==> src/rtl/serial_pkg.sv <==
// Shared FSM state encodings for the bit-serial adder and its bench monitor.
package serial_pkg;

   typedef enum logic [1:0] {
      IDLE  = 2'd0,
      SHIFT = 2'd1,
      DONE  = 2'd2
   } state_t;

endpackage

==> src/rtl/serial_adder_fa.sv <==
// Single-bit full adder cell; purely combinational, no state, no flow control.
module serial_adder_fa (
   input  logic A,
   input  logic B,
   input  logic Cin,
   output logic S,
   output logic Cout
);

   assign S    = A ^ B ^ Cin;
   assign Cout = (A & B) | (Cin & (A ^ B));

endmodule

==> src/rtl/serial_adder.sv <==
// Bit-serial WIDTH-bit adder through one FA cell; done pulses WIDTH+1 cycles after start.
// No backpressure: start is accepted only in IDLE and silently dropped while busy.
module serial_adder
   import serial_pkg::*;
#(
   parameter int WIDTH = 8
) (
   input  logic             clk,
   input  logic             rst,
   input  logic             start,
   input  logic [WIDTH-1:0] a,
   input  logic [WIDTH-1:0] b,
   input  logic             cin,
   output logic             busy,
   output logic             done,
   output logic [WIDTH-1:0] sum,
   output logic             cout
);

   localparam int CW = $clog2(WIDTH) + 1;

   state_t           state_q, state_d;
   logic [WIDTH-1:0] a_sh_q, a_sh_d;
   logic [WIDTH-1:0] b_sh_q, b_sh_d;
   // The bit shifted out at the bottom is never read, so only WIDTH-1 bits are kept.
   logic [WIDTH-2:0] r_sh_q, r_sh_d;
   logic             carry_q, carry_d;
   logic [CW-1:0]    cnt_q, cnt_d;
   logic [WIDTH-1:0] sum_q, sum_d;
   logic             cout_q, cout_d;

   logic             fa_s;
   logic             fa_co;
   logic [WIDTH-1:0] r_next;

   serial_adder_fa u_fa (
      .A    (a_sh_q[0]),
      .B    (b_sh_q[0]),
      .Cin  (carry_q),
      .S    (fa_s),
      .Cout (fa_co)
   );

   assign r_next = {fa_s, r_sh_q};

   always_comb begin
      state_d = state_q;
      a_sh_d  = a_sh_q;
      b_sh_d  = b_sh_q;
      r_sh_d  = r_sh_q;
      carry_d = carry_q;
      cnt_d   = cnt_q;
      sum_d   = sum_q;
      cout_d  = cout_q;
      case (state_q)
         IDLE: begin
            if (start) begin
               a_sh_d  = a;
               b_sh_d  = b;
               carry_d = cin;
               cnt_d   = '0;
               state_d = SHIFT;
            end
         end
         SHIFT: begin
            r_sh_d  = r_next[WIDTH-1:1];
            carry_d = fa_co;
            a_sh_d  = a_sh_q >> 1;
            b_sh_d  = b_sh_q >> 1;
            cnt_d   = cnt_q + 1'b1;
            if (cnt_q == CW'(WIDTH - 1)) begin
               sum_d   = r_next;
               cout_d  = fa_co;
               state_d = DONE;
            end
         end
         DONE: begin
            state_d = IDLE;
         end
         default: begin
            state_d = IDLE;
         end
      endcase
   end

   always_ff @(posedge clk or posedge rst) begin
      if (rst) begin
         state_q <= IDLE;
         a_sh_q  <= '0;
         b_sh_q  <= '0;
         r_sh_q  <= '0;
         carry_q <= 1'b0;
         cnt_q   <= '0;
         sum_q   <= '0;
         cout_q  <= 1'b0;
      end else begin
         state_q <= state_d;
         a_sh_q  <= a_sh_d;
         b_sh_q  <= b_sh_d;
         r_sh_q  <= r_sh_d;
         carry_q <= carry_d;
         cnt_q   <= cnt_d;
         sum_q   <= sum_d;
         cout_q  <= cout_d;
      end
   end

   assign busy = (state_q == SHIFT) || (state_q == DONE);
   assign done = (state_q == DONE);
   assign sum  = sum_q;
   assign cout = cout_q;

endmodule

==> config.mk <==
export PLATFORM = sky130hd
export DESIGN_NAME = serial_adder
export DESIGN_NICKNAME = d
export VERILOG_FILES = /design/src/rtl/serial_pkg.sv /design/src/rtl/serial_adder_fa.sv /design/src/rtl/serial_adder.sv
export SDC_FILE = /design/constraint.sdc
export NUM_CORES = 1
export LEC_CHECK = 0
export ABC_AREA = 1
export CORE_MARGIN = 2
export CORE_UTILIZATION = 48
export DETAILED_ROUTE_END_ITERATION = 12
export PLACE_DENSITY_LB_ADDON = 0.1
export REMOVE_ABC_BUFFERS = 1
export SETUP_SLACK_MARGIN = 0.3
export SKIP_CTS_REPAIR_TIMING = 1
export SYNTH_ARGS = -nofsm -noshare
export SYNTH_HDL_FRONTEND = slang
export SYNTH_SLANG_ARGS = --single-unit
==> constraint.sdc <==
create_clock -name clk -period 1.3 [get_ports clk]
set_clock_uncertainty 0.1 [all_clocks]
set_input_delay 0.13 -clock clk [delete_from_list [all_inputs] [get_ports clk]]
set_output_delay 0.13 -clock clk [all_outputs]
set_load 0.05 [all_outputs]
==> impl_metrics.py <==
metrics = {
    "finish": {
        "area_growth_pct": 49.61,
        "stdcell_count": 318,
        "fill_cells": 292,
        "fin_area_um2": 2894,
        "antenna_cells": 0,
        "final_layout_size_suffix_gt1_frac": 0.3843,
        "finish.utilization": 0.7341,
        "final_nets": 292,
    },
    "logic_synthesis": {
        "yosys_most_used_dff": "dfrtp_1",
        "synth.most_common_cell": "nand2_1",
        "syn-cell-area_um2": 1934,
        "yosys_register_bits": 39,
        "ys_seq_area_frac": 0.5045,
        "synthArstFlopShare": 1.000,
        "synth_edf_count": 0,
        "syn_avg_cell_area_um2": 9.124,
        "muxShareOfSynthArea": 0,
        "syn_inst": 212,
        "ys_warn_count": 0,
        "yosys-top-cells-area": "dfrtp_1, nand2_1, o21ai_2",
        "synth_xor_area_frac": 0,
        "synth-adder-area-share": 0.03622,
        "synth_compound_area_frac": 0.1565,
        "yosys-top-cells-count": "nand2_1, dfrtp_1, inv_1",
        "synth-simple-area-share": 0.1953,
        "synthDistinctLibCells": 22,
        "synth_top_family_by_area": "simple AND/OR/NAND/NOR gates",
        "yosysTopAreaCell": "dfrtp_1",
        "synth_top_area_share": 0.5045,
    },
    "setup_path": {
        "criticalPathCategory": "reg2reg",
        "critPathLaunchType": "flop",
        "cp-end-kind": "flop",
        "critPathArrivalTime_ns": 1.57,
        "regToRegStartpoint": "state_q[1]$_DFFE_PP0P_",
        "r2r_slack_ns": -0.16,
        "reg2reg_depth": 8,
        "r2r-end": "b_sh_q[4]$_DFFE_PP0P_",
        "cp_max_fo": 7,
        "worst-endpoint-required_ns": 1.41,
    },
    "floorplanning": {
        "coreArea_um2": 3943,
        "ios": 31,
        "die_y_um": 67.48,
        "initial_utilization": 0.4906,
        "rows": 23,
        "die_x_um": 67.48,
        "dieArea_um2": 4554,
    },
    "placement": {
        "dpl.cell_count": 297,
        "io_buffer_count": 30,
        "post-dp-hpwl_um": 2319,
        "dp_slack_ns": -0.2039,
        "globalplace.congestion": 0.7505,
        "placed_cell_area_um2": 2470,
    },
    "sta": {
        "post-route-period-util": 1.120,
        "fmax_mhz": 686.7,
        "fin_ws_ns": -0.1563,
        "max-slew-margin-rel": 0.8571,
        "final_max_slew_viol_count": 0,
        "rsz0062_at_grt": "true",
        "setup_viol": 31,
        "hold_viol": 0,
        "worstMarginPinSlew_ns": 0.2144,
        "hold_slack_ns": 0.09727,
        "period_needed_ns": 1.456,
    },
    "clocking": {
        "tritoncts": "built",
        "root_buffer": "clkbuf_8",
        "cts.sinks": 39,
        "insertion_delay_ns": 0.29,
        "cts_inserted_buffers": 5,
        "htreeDepth": 2,
        "clockBufferDepth": 2,
        "path_clk_slew_ns": 0.08,
    },
    "flow_run": {
        "cap_violations": 0,
    },
    "global_route": {
        "grt_util_met1": 0.2248,
        "gr-total-overflow": 0,
        "grt_use_met3": 0.06000,
        "grt_max_degree": 40,
        "grt_use_met2": 0.2892,
        "grt_busiest_layer": "met2",
        "grt_pass1_vias": 1400,
        "grt.total_usage": 0.1780,
        "grt_pass1_wl_um": 6051,
        "antenna_found_initial": 0,
    },
    "power": {
        "power_leakage_nw": 1.352,
        "pwr_density_cell_nw_per_um2": 2161,
        "ir_drop_uv": 1122,
    },
    "drt": {
        "routed_via_density": 4.789,
        "vias": 1523,
        "drt-pass1-iter-count": 4,
        "drtIter0Drc": 60,
        "wl_um": 3907,
        "wl_per_cell_um": 12.29,
        "drc": 0,
        "ant_nets": 0,
    },
    "min_path": {
        "hold_class": "in2async",
    },
    "outcome": {
        "violations": "negative setup slack",
        "status": "finished with violations",
    },
}
[worst max-delay path by stage]
stage | start | end | slack [ns]
floorplan | state_q[1]$_DFFE_PP0P_ | state_q[1]$_DFFE_PP0P_ | -0.70
global placement | state_q[0]$_DFFE_PP0P_ | cnt_q[3]$_DFFE_PP0P_ | -0.19
detailed placement | state_q[1]$_DFFE_PP0P_ | a_sh_q[7]$_DFFE_PP0P_ | -0.20
CTS | state_q[1]$_DFFE_PP0P_ | a_sh_q[7]$_DFFE_PP0P_ | -0.24
global route | state_q[0]$_DFFE_PP0P_ | b_sh_q[1]$_DFFE_PP0P_ | -0.20
finish | state_q[1]$_DFFE_PP0P_ | b_sh_q[4]$_DFFE_PP0P_ | -0.16
[per-stage QoR]
stage          total power [mW]  TNS, ns
6_report                  6.255   -3.365
5_1_grt                   6.742   -5.112
4_1_cts                   5.588   -5.239
3_5_place_dp              4.778   -4.319
3_3_place_gp              4.723   -4.036
2_1_floorplan             3.687   -21.25
[critical path: stages, from the launching register on]
cell and delay, ns:
dfrtp_1 0.41, inv_2 0.12, ha_4 0.18, buf_6 0.12, nand2_8 0.06, nand2_8 0.12
buf_12 0.13, nand2_1 0.06, o21ai_1 0.08
[registers in the layout, summed over array words and instances, names as in the netlist]
register,count
cout,1
b_sh_q,8
carry_q,1
state_q,2
cnt_q,4
a_sh_q,8
r_sh_q,7
sum,8
[per-layer routing]
layer / vias up / share of wire
li1: 776 / -
met1: 716 / 0.44
met2: 27 / 0.52
met3: 4 / 0.039
met4: 0 / 0.0074
met5: - / 0
[where the power goes]
group	total (mW)	internal (mW)	switching [mW]	leakage [nW]
Combinational	3.50	1.63	1.87	0.807
Sequential	1.97	1.69	0.274	0.498
Clock	0.784	0.367	0.417	0.0477
Total	6.25	3.69	2.56	1.35
[placed cells by master, fill, tap and decap left out]
cell type and n:
a21oi_1 2, buf_12 15, buf_4 15, buf_6 4, clkbuf_16 3, clkbuf_8 5
clkdlybuf4s50_1 19, clkinv_2 3, dfrtp_1 33, dfrtp_2 6, fa_1 1, ha_1 1
ha_4 3, inv_1 26, inv_2 2, inv_4 1, inv_8 1, nand2_1 51
nand2_2 9, nand2_4 11, nand2_8 2, nand3_1 6, nand3_2 2, nand4_4 1
nor2_1 3, o211ai_2 4, o21ai_0 6, o21ai_1 16, o21ai_2 16, or2_1 1
[area by class of cell]
| type | instances | area (um^2) | area share |
|---|---|---|---|
| multi-input combinational | 135 | 918.4 | 0.3173 |
| sequential | 39 | 983.4 | 0.3398 |
| timing repair buffer | 56 | 723.2 | 0.2499 |
| inverter | 30 | 122.6 | 0.04237 |
| tap | 50 | 62.56 | 0.02162 |
| clock inverter | 3 | 15.01 | 0.005188 |
| clock buffer | 5 | 68.82 | 0.02378 |
[cell families after synthesis]
kind of cell,after synthesis
AOI/OAI and AO/OA,44
adders and majority gates,5
buffers and inverters,39
DFF,39
and+or+nand+nor,85
Power figures use the tool's default switching activity.
